<file path="src/rtl/controlador_display.sv">
// controlador_display: 11-bit binary to 4-digit BCD (shift-add-3)
// and multiplexed common-anode 7-segment driver. Optional macro:
// CEROS_IZQ_EN enables leading-zero blanking on digits 3..1.
module controlador_display #(
   parameter int CLK_HZ     = 27000000,
   parameter int REFRESH_HZ = 1000
) (
   input  logic        clk,
   input  logic        rst,
   input  logic [10:0] valor,
   input  logic        cargar,
   output logic        ocupado,
   output logic        listo,
   output logic [3:0]  an,
   output logic [6:0]  seg
);

   localparam int PRE_RAW = CLK_HZ / REFRESH_HZ;
   localparam int PRE     = (PRE_RAW < 1) ? 1 : PRE_RAW;
   localparam int PW      = (PRE > 1) ? $clog2(PRE) : 1;
   localparam logic [PW-1:0] PRE_MAX = PW'(PRE - 1);

   typedef enum logic [1:0] {
      IDLE = 2'd0,
      CONV = 2'd1,
      DONE = 2'd2
   } estado_t;

   estado_t       r_estado;
   logic [10:0]   r_sr;
   logic [15:0]   r_bcd;
   logic [3:0]    r_cnt;
   logic          r_ocupado;
   logic          r_listo;
   logic [15:0]   r_dig;
   logic [3:0]    r_blank;
   logic [PW-1:0] r_pre;
   logic [1:0]    r_idx;
   logic [3:0]    r_an;
   logic [6:0]    r_seg;

   logic [15:0]   w_adj;
   logic [15:0]   w_bcd_nx;
   logic [10:0]   w_sr_nx;
   logic [3:0]    w_blank_nx;
   logic          w_pre_fin;
   logic [1:0]    w_idx_nx;
   logic [3:0]    w_dig_sel;
   logic          w_blank_sel;
   logic [6:0]    w_seg_nx;

   // Active-low a..g encoding; anything above 9 is blank.
   function automatic logic [6:0] f_enc(input logic [3:0] d);
      logic [6:0] s;
      case (d)
         4'd0:    s = 7'b0000001;
         4'd1:    s = 7'b1001111;
         4'd2:    s = 7'b0010010;
         4'd3:    s = 7'b0000110;
         4'd4:    s = 7'b1001100;
         4'd5:    s = 7'b0100100;
         4'd6:    s = 7'b0100000;
         4'd7:    s = 7'b0001111;
         4'd8:    s = 7'b0000000;
         4'd9:    s = 7'b0000100;
         default: s = 7'b1111111;
      endcase
      return s;
   endfunction

   // Add-3 correction on every BCD nibble that is 5 or more.
   always_comb begin
      w_adj = r_bcd;
      for (int k = 0; k < 4; k++) begin
         if (r_bcd[4*k +: 4] >= 4'd5) begin
            w_adj[4*k +: 4] = r_bcd[4*k +: 4] + 4'd3;
         end
      end
   end

   // One shift-add-3 step: {bcd, sr} shifted left by one.
   always_comb begin
      w_bcd_nx = {w_adj[14:0], r_sr[10]};
      w_sr_nx  = {r_sr[9:0], 1'b0};
   end

`ifdef CEROS_IZQ_EN
   // Blank a digit while it and all higher digits are zero.
   always_comb begin
      w_blank_nx    = 4'b0000;
      w_blank_nx[3] = (w_bcd_nx[15:12] == 4'd0);
      w_blank_nx[2] = w_blank_nx[3] && (w_bcd_nx[11:8] == 4'd0);
      w_blank_nx[1] = w_blank_nx[2] && (w_bcd_nx[7:4] == 4'd0);
   end
`else
   // All four digits always shown.
   always_comb begin
      w_blank_nx = 4'b0000;
   end
`endif

   // Converter FSM; digits and mask are latched as DONE is entered.
   always_ff @(posedge clk or posedge rst) begin
      if (rst) begin
         r_estado  <= IDLE;
         r_sr      <= '0;
         r_bcd     <= '0;
         r_cnt     <= '0;
         r_ocupado <= 1'b0;
         r_listo   <= 1'b0;
         r_dig     <= '0;
         r_blank   <= '0;
      end else begin
         case (r_estado)
            IDLE: begin
               r_listo <= 1'b0;
               if (cargar) begin
                  r_sr      <= valor;
                  r_bcd     <= '0;
                  r_cnt     <= 4'd11;
                  r_ocupado <= 1'b1;
                  r_estado  <= CONV;
               end else begin
                  r_ocupado <= 1'b0;
               end
            end
            CONV: begin
               r_bcd <= w_bcd_nx;
               r_sr  <= w_sr_nx;
               r_cnt <= r_cnt - 4'd1;
               if (r_cnt == 4'd1) begin
                  r_dig    <= w_bcd_nx;
                  r_blank  <= w_blank_nx;
                  r_listo  <= 1'b1;
                  r_estado <= DONE;
               end
            end
            DONE: begin
               r_listo   <= 1'b0;
               r_ocupado <= 1'b0;
               r_estado  <= IDLE;
            end
            default: begin
               r_listo   <= 1'b0;
               r_ocupado <= 1'b0;
               r_estado  <= IDLE;
            end
         endcase
      end
   end

   // Next scan index and the segment pattern it selects.
   always_comb begin
      w_pre_fin   = (r_pre == PRE_MAX);
      w_idx_nx    = w_pre_fin ? 2'(r_idx + 2'd1) : r_idx;
      w_dig_sel   = r_dig[{w_idx_nx, 2'b00} +: 4];
      w_blank_sel = r_blank[w_idx_nx];
      w_seg_nx    = w_blank_sel ? 7'b1111111 : f_enc(w_dig_sel);
   end

   // Scanner: prescaler, digit index and registered an/seg.
   always_ff @(posedge clk or posedge rst) begin
      if (rst) begin
         r_pre <= '0;
         r_idx <= 2'd0;
         r_an  <= 4'b1110;
         r_seg <= 7'b0000001;
      end else begin
         r_pre <= w_pre_fin ? '0 : PW'(r_pre + 1'b1);
         r_idx <= w_idx_nx;
         r_an  <= ~(4'b0001 << w_idx_nx);
         r_seg <= w_seg_nx;
      end
   end

   assign ocupado = r_ocupado;
   assign listo   = r_listo;
   assign an      = r_an;
   assign seg     = r_seg;

endmodule

</file>
<file path="config.mk">
export PLATFORM = sky130hd
export DESIGN_NAME = controlador_display
export DESIGN_NICKNAME = d
export VERILOG_FILES = /design/src/rtl/controlador_display.sv
export SDC_FILE = /design/constraint.sdc
export NUM_CORES = 1
export LEC_CHECK = 0
export CAP_MARGIN = 40
export CORE_MARGIN = 8
export CORE_UTILIZATION = 50
export DETAILED_ROUTE_END_ITERATION = 16
export PLACE_DENSITY = 0.69
export SYNTH_ARGS = -nofsm -noshare
export SYNTH_HDL_FRONTEND = slang
export SYNTH_SLANG_ARGS = --single-unit
export TNS_END_PERCENT = 30
</file>
<file path="constraint.sdc">
create_clock -name clk -period 3.6 [get_ports clk]
set_clock_uncertainty 0.2 [all_clocks]
set_input_delay 0.36 -clock clk [delete_from_list [all_inputs] [get_ports clk]]
set_output_delay 0.36 -clock clk [all_outputs]
set_load 0.02 [all_outputs]
</file>
; Word level (Yosys, flattened, before mapping)
; Memories as Yosys holds them, arrays and structs flattened. A register that Yosys moved wholly into a read port is not among the register bits.
; Index checks and enable logic that the tools add are counted.
[word_totals]
ff_bits = 72
latchBits = 0
ramBits = 0
mem_bits_ro = 112
output_inout_bits = 13
word_cells = 54
n_memories = 1
[op_classes]
add_sub_neg = 7
n_mul = 0
n_div = 0
n_lt_le_gt_ge = 4
n_eq_ne = 5
n_shift = 2
mux = 19
bitwise = 1
reduce_logical = 5
[mem_list]
columns = memory, depth, word_bits, rd, rd_ports_with_merged_regs, write_ports, line
row1 = (name not given), 16, 7, 1, 1, 0, 55  ; case (d)
[ops]
columns = operator, n
row1 = one-hot mux 16 bit (2 select lines), 1
row2 = one-hot mux 11 bit (2 select lines), 1
row3 = >= comparator 4 x 3 -> 1 bit (second input constant), 4
row4 = two-way mux 16 bit, 1
row5 = two-way mux 4 bit, 4
row6 = variable part select 16 x 5 -> 4 bit, 1
row7 = adder 15 x 1 -> 15 bit (second input constant), 1
row8 = == test 15 bit (second input constant), 1
row9 = two-way mux 15 bit, 1
row10 = adder 4 x 2 -> 4 bit (second input constant), 3
row11 = two-way mux 11 bit, 1
row12 = one-hot mux 4 bit (2 select lines), 1
row13 = two-way mux 2 bit, 3
row14 = AND reduction 2 bit, 3
row15 = == test 4 x 1 -> 1 bit (second input constant), 1
row16 = != test 2 bit (second input constant), 2
row17 = inverter 4 bit, 1
row18 = one-hot mux 2 bit (2 select lines), 1
row19 = left shift 1 x 2 -> 4 bit (first input constant), 1
row20 = subtractor 4 x 1 -> 4 bit (second input constant), 1
row21 = adder 3 x 2 -> 3 bit (second input constant), 1
row22 = two-way mux 1 bit, 3
row23 = two-way mux 3 bit, 1
row24 = adder 2 x 1 -> 2 bit (second input constant), 1
row25 = 4 further kinds, 4

; Depth between registers and ports, before layout
; Gate-level depths: netlist of the first run.
[logic_depth]
ltp_word = 4
ltp_mapped = 11
mapped_depth_nobuf = 10

; Worst setup path after synthesis of the first run
; Ideal clock, no wire load.
[synth_path]
kind = reg-to-reg
start = register r_pre[0]
end = register r_seg[2], in the netlist seg[2]
setup_time_ns = 0.082
t_arrival_ns = 2.469
path_slack_ns = 0.849
path_stages_with_launch = 11
path_buffers = 1
synth_period_minus_slack_ns = 2.751
path_cell_list = dfrtp_1 > ha_1 > and2_1 > nand4_1 > buf_2 > nor3_1 > or4_1 > nand2b_1 > ha_1 > or2_0 > a31oi_1
[synth_via]
elab_chain_len = 3
[synth_rtl]
columns = item, line
row1 = start: declaration, 37  ; logic [PW-1:0] r_pre;
row2 = start signal: assignment, 169  ; r_pre <= w_pre_fin ? '0 : PW'(r_pre + 1'b1);
row3 = == test 15 bit, 154  ; w_pre_fin = (r_pre == PRE_MAX);
row4 = two-way mux 2 bit, 155  ; w_idx_nx = w_pre_fin ? 2'(r_idx + 2'd1) : r_idx;
row5 = variable part select 16 x 5 -> 4 bit, 156  ; w_dig_sel = r_dig[{w_idx_nx, 2'b00} +: 4];
row6 = end signal: assignment, 172  ; r_seg <= w_seg_nx;
row7 = end: declaration, 40  ; logic [6:0] r_seg;
; Every way passes these cells.
; A chain may end at the register's enable or synchronous reset.

; Worst setup path in the final report of the first run
[layout_path]
start = register r_pre[0]
end = register r_seg[6], in the netlist seg[6]
; Same word-level chain as after synthesis.

==> results of run 1 <==
==> layer usage <==
metal,global-route usage,vias to the layer above
li1,-,1498
met1,0.200,1426
met2,0.233,53
met4,0.0764,0
met5,0,-
met3,0.0333,14
==> layout make-up <==
type                            instances  area [um2]  share of cell area
Sequential cell                        79        1980               0.424
Tap cell                              105         131              0.0281
Inverter                               21        78.8              0.0168
Multi-Input combinational cell        301        1950               0.416
Timing Repair Buffer                   32         305              0.0652
Clock buffer                           13         169              0.0361
Clock inverter                          3        65.1              0.0139
==> critical path: stages, from the launching register on <==
cell	delay [ns]
dfrtp_1	0.40
ha_1	0.22
and2_1	0.23
nand4_1	0.53
mux2_4	0.51
a211oi_4	0.39
inv_1	0.16
ha_1	0.22
mux2i_1	0.19
a2bb2oi_1	0.10
==> cell usage after synthesis, drive strengths merged (2+ instances only) <==
cell     instances
dfrtp           75
nand2           55
o21ai           44
nor2            26
inv             21
ha              17
a31oi           15
clkbuf          15
nor3            15
a21oi           11
and2            11
xnor2           11
mux2             9
xor2             9
mux2i            8
nand2b           8
nor2b            8
a211oi           5
buf              5
nor3b            5
a22oi            4
a2bb2oi          4
and3             4
dfstp            4
nand4            4
or2              4
nand3            3
nor4b            3
a22o             2
a41oi            2
and4b            2
nand3b           2
nor4             2
or3b             2
==> power groups by stage <==
stage	sequential, mW	combinational, mW	clock [mW]
2_1_floorplan	1.40	0.935	0
3_3_place_gp	1.41	1.26	0
3_5_place_dp	1.42	1.31	0
4_1_cts	1.41	1.31	0.778
5_1_grt	1.45	1.48	0.809
6_report	1.41	1.30	0.762
==> flip-flops by register name, summed over array words and instances (netlist names) <==
register	cells
ocupado	1
r_sr	11
r_dig	16
r_pre	15
listo	1
r_estado	2
r_bcd	16
an	4
seg	7
r_idx	2
r_cnt	4
==> cell families (layout without fill, tap and decap cells) <==
logic type / Yosys count / count (layout) / synth area share
AOI/OAI and AO/OA: 91 / 91 / 0.138
xor gates and xnor gates: 20 / 20 / 0.0428
adders and majority gates: 17 / 17 / 0.0520
buffers and inverters: 41 / 69 / 0.0401
DFF: 79 / 79 / 0.485
muxes: 17 / 17 / 0.0462
and+or+nand+nor: 156 / 156 / 0.196
==> through the flow <==
stage | cell area, um2 | util | cells
floorplan | 4090 | - | 421
finish | 4680 | 0.578 | 554
CTS | 4680 | 0.578 | 554
detailed placement | 4450 | 0.549 | 538
global route | 4680 | 0.578 | 554
global placement | 4450 | 0.549 | 538
==> worst max-delay path by stage <==
| stage | to | cells after the start | from |
|---|---|---|---|
| 6_report | seg[6] | 9 | r_pre[0] |
| 5_1_grt | seg[3] | 8 | r_pre[3] |
| 4_1_cts | seg[6] | 8 | r_pre[3] |
| 3_5_place_dp | seg[6] | 8 | r_pre[3] |
| 3_3_place_gp | seg[6] | 8 | r_pre[3] |
| 2_1_floorplan | seg[2] | 10 | r_pre[0] |
==> results.sh, run 1 <==
export IMPL_synthFlopType="dfrtp_1"
export IMPL_finalHoldViolCount=0
export IMPL_pwr_share_seq=0.405
export IMPL_final_common_cell="dfrtp_1"
export IMPL_holdWs_ns=0.213
export IMPL_num_nets_final=475
export IMPL_met3_length_um=324
export IMPL_power_total_mw=3.47
export IMPL_worstSetupStartpointType="register"
export IMPL_via_per_inst=5.40
export IMPL_ys_types=48
export IMPL_grt_pass1_vias=2977
export IMPL_avgRoutedWirePerCell_um=14.6
export IMPL_status="completed"
export IMPL_syn_avg_cell_area_um2=9.72
export IMPL_yosysTopAreaCell="dfrtp_1"
export IMPL_first_pass_iters=4
export IMPL_rsz0062_at_grt="false"
export IMPL_r2r_end="seg[6]"
export IMPL_post_cts_buffers=0
export IMPL_ant_nets=0
export IMPL_relSlewSlack=0.522
export IMPL_reg2reg_slack_ns=0.33
export IMPL_synth_cells=421
export IMPL_topRoutingLayerUsed="met4"
export IMPL_r2r_start="r_pre[0]"
export IMPL_diodes=0
export IMPL_wl_met1_um=3880
export IMPL_arrival_ns=3.29
export IMPL_drive_gt1_frac=0.102
export IMPL_cts_buffers=9
export IMPL_grt_max_degree=33
export IMPL_cts_tree="done"
export IMPL_final_setup_viol_count=0
export IMPL_tightest_slew_ns=0.717
export IMPL_port_buffers=26
export IMPL_cts_max_path_buffers=2
export IMPL_hp_class="primary input to asynchronous set/reset pin"
export IMPL_root_buffer="clkbuf_8"
export IMPL_p_sw_frac=0.363
export IMPL_setup_tns_ns=0
export IMPL_period_needed_ns=3.27
export IMPL_synth_edf_count=0
export IMPL_htree_levels=3
export IMPL_num_vias=2991
export IMPL_fmax_mhz=306
export IMPL_p_switching_mw=1.26
export IMPL_clk_pin_slew_ns=0.08
export IMPL_drt_wl_total_um=8070
export IMPL_place_congestion=0.821
export IMPL_initial_core_util=0.505
export IMPL_core_area_um2=8090
export IMPL_synthArstFlopShare=1.00
export IMPL_most_common_layout_cells="dfrtp_1 (75), nand2_1 (55), o21ai_0 (44)"
export IMPL_rows=33
export IMPL_track_usage=0.152
export IMPL_postCtsHoldBufs=0
export IMPL_clk_latency_ns=0.35
export IMPL_dieArea_um2=11300
export IMPL_drv_slew=0
export IMPL_clockPowerShare=0.219
export IMPL_cts_resized=0
export IMPL_p_leak_nw=2.07
export IMPL_cp_max_fo=12
export IMPL_syn_nets=452
export IMPL_dieWidth_um=106
export IMPL_p_int_mw=2.21
export IMPL_chipHeight_um=106
export IMPL_synth_top_area_share=0.459
export IMPL_drt_iter0_drc=101
export IMPL_endpoint_kind="register"
export IMPL_r2r_cells=9
export IMPL_cp_data_required_time_ns=3.62
export IMPL_n_fill_cell=716
export IMPL_power_per_cell_area_nw_per_um2=742
export IMPL_p_comb_frac=0.376
export IMPL_antenna_found_initial=0
export IMPL_grt_pass1_wl_um=14200
export IMPL_synth_cell_area_um2=4090
export IMPL_yosysWarnings=0
export IMPL_gr_total_overflow=0
export IMPL_drc=0
export IMPL_synthToLayoutAreaGrowth_pct=14.4
export IMPL_crit_type="register to register"
export IMPL_cap_viol_max_count=0
export IMPL_finalCritPeriodShare=0.908
export IMPL_io_pins=27
export IMPL_worst_slack_ns=0.330
export IMPL_pre_cts_slack_ns=0.383
export IMPL_hpwlAfterDp_um=5560
export IMPL_cts_sinks=79
export IMPL_peakVddDrop_mv=0.418
export IMPL_yosysSeqAreaShare=0.485
export IMPL_ys_seq_elements=79
export IMPL_synth_area_top_cells="dfrtp_1 (46%), o21ai_0 (5.4%), ha_1 (5.2%)"
export IMPL_wl_met2_um=3720
No activity file was read; power rests on OpenSTA's default activity.
==> inputs of run 2 (changes only) <==
--- a/config.mk
+++ b/config.mk
@@ -10,6 +10,7 @@
 export CORE_UTILIZATION = 50
 export DETAILED_ROUTE_END_ITERATION = 16
 export PLACE_DENSITY = 0.69
+export REMOVE_ABC_BUFFERS = 1
 export SYNTH_ARGS = -nofsm -noshare
 export SYNTH_HDL_FRONTEND = slang
 export SYNTH_SLANG_ARGS = --single-unit
==> run 2 against run 1 <==
Sequential power hardly changed. Cell area is 0.45% lower. Flip-flop and latch count stayed put. Count of clock-buffer cells in the layout is 2 lower. Utilization is 0.26 points lower. Largest power group unchanged. Wire length is 2.8% lower. First-iteration DRC count is 27% higher.
==> results.sh, run 2 (synthesis results as in run 1) <==
export IMPL_status="completed"
export IMPL_endpoint_kind="register"
export IMPL_postCtsHoldBufs=0
export IMPL_cts_resized=0
export IMPL_gr_total_overflow=0
export IMPL_io_pins=27
export IMPL_finalCritPeriodShare=0.835
export IMPL_avgRoutedWirePerCell_um=14.2
export IMPL_tightest_slew_ns=0.715
export IMPL_num_vias=3004
export IMPL_power_per_cell_area_nw_per_um2=725
export IMPL_hpwlAfterDp_um=5310
export IMPL_grt_pass1_wl_um=13900
export IMPL_drv_slew=0
export IMPL_drive_gt1_frac=0.103
export IMPL_seqCellArea_um2=1980
export IMPL_top_regs="r_bcd: 16 flops, r_dig: 16 flops, r_pre: 15 flops"
export IMPL_initial_core_util=0.505
export IMPL_holdWs_ns=0.205
export IMPL_period_needed_ns=3.00
export IMPL_post_cts_buffers=0
export IMPL_cp_max_fo=8
export IMPL_cts_sinks=79
export IMPL_track_usage=0.150
export IMPL_clockPowerShare=0.203
export IMPL_most_common_layout_cells="dfrtp_1 (75), nand2_1 (55), o21ai_0 (44)"
export IMPL_clk_latency_ns=0.35
export IMPL_htree_levels=3
export IMPL_p_comb_frac=0.382
export IMPL_crit_type="register to register"
export IMPL_hp_class="primary input to asynchronous set/reset pin"
export IMPL_finalHoldViolCount=0
export IMPL_worstSetupStartpointType="register"
export IMPL_cts_tree="done"
export IMPL_drt_iter0_drc=128
export IMPL_final_setup_viol_count=0
export IMPL_rsz0062_at_grt="false"
export IMPL_p_sw_frac=0.373
export IMPL_root_buffer="clkbuf_8"
export IMPL_first_pass_iters=4
export IMPL_num_nets_final=474
export IMPL_pwr_share_seq=0.415
export IMPL_setup_tns_ns=0
export IMPL_synthToLayoutAreaGrowth_pct=13.9
export IMPL_multi_input_area_um2=1950
export IMPL_clk_pin_slew_ns=0.08
export IMPL_port_buffers=26
export IMPL_p_int_mw=2.12
export IMPL_arrival_ns=3.09
export IMPL_final_common_cell="dfrtp_1"
export IMPL_cap_viol_max_count=0
export IMPL_antenna_found_initial=0
export IMPL_grt_pass1_vias=2986
export IMPL_peakVddDrop_mv=0.434
export IMPL_core_area_um2=8090
export IMPL_cp_data_required_time_ns=3.68
export IMPL_p_leak_nw=2.05
export IMPL_drt_wl_total_um=7850
export IMPL_chipHeight_um=106
export IMPL_p_switching_mw=1.26
export IMPL_via_per_inst=5.43
export IMPL_cts_buffers=9
export IMPL_drc=0
export IMPL_rows=33
export IMPL_dieWidth_um=106
export IMPL_place_congestion=0.806
export IMPL_diodes=0
export IMPL_relSlewSlack=0.523
export IMPL_ant_nets=0
export IMPL_dieArea_um2=11300
export IMPL_grt_max_degree=80
export IMPL_n_fill_cell=743
export IMPL_fmax_mhz=333
export IMPL_cts_max_path_buffers=2
run 2: changes by cell type in the layout (fill, tap and decap cells not counted), sizes merged:
cell,previous run,this run
clkbuf,13,11
clkinv,1,3
buf,6,5
bufinv,2,1
clkinvlp,0,1
run 2: worst max-delay path: stages, from the launching register on:
cell,delay (ns)
dfrtp_1,0.46
nor4b_4,0.36
and4_1,0.46
nor3_1,0.09
or4_1,0.53
nand2b_1,0.24
ha_1,0.23
or2_0,0.21
a31oi_1,0.15
run 2: path summary, 6_finish.rpt:
check / from / to / slack, ns / depth (start not counted)
min in group clk: r_sr[3] / r_sr[3] / 0.28 / 2
worst min-delay path: rst / r_pre[10] / 0.21 / 3
max in group asynchronous: rst / seg[0] / 2.65 / 3
worst max register to register: r_pre[3] / seg[2] / 0.60 / 8
worst max-delay path: r_pre[3] / seg[2] / 0.60 / 8
worst min register to register: r_sr[3] / r_sr[3] / 0.28 / 2
run 2: cell type report:
type	instances	share of cell area
Sequential cell	79	0.425
Multi-Input combinational cell	301	0.418
Timing Repair Buffer	31	0.0666
Clock buffer	11	0.0325
Tap cell	105	0.0282
Inverter	21	0.0169
Clock inverter	5	0.0121
run 2: stage by stage:
step / cell area (um2) / instances / setup slack (ns) / total power [mW] / utilization
3_3_place_gp: 4450 / 537 / 0.635 / 2.66 / 0.550
5_1_grt: 4660 / 553 / 0.358 / 3.66 / 0.576
2_1_floorplan: 4010 / 401 / 0.624 / 2.32 / -
3_5_place_dp: 4450 / 537 / 0.622 / 2.72 / 0.550
4_1_cts: 4660 / 553 / 0.600 / 3.41 / 0.576
6_report: 4660 / 553 / 0.596 / 3.38 / 0.576
run 2: power by group through the flow:
| stage | sequential [mW] | combinational, mW | clock (mW) |
|---|---|---|---|
| after floorplan | 1.41 | 0.905 | 0 |
| after global placement | 1.41 | 1.26 | 0 |
| after global routing | 1.44 | 1.48 | 0.741 |
| final | 1.40 | 1.29 | 0.685 |
| after detailed placement | 1.41 | 1.31 | 0 |
| after CTS | 1.40 | 1.31 | 0.708 |
run 2: routing by layer:
| layer | wire length [um] | vias up | GRT usage |
|---|---|---|---|
| met5 | 0 | - | 0 |
| met4 | 159 | 0 | 0.0573 |
| met3 | 343 | 13 | 0.0423 |
| met2 | 3640 | 51 | 0.245 |
| met1 | 3710 | 1439 | 0.183 |
| li1 | - | 1501 | - |
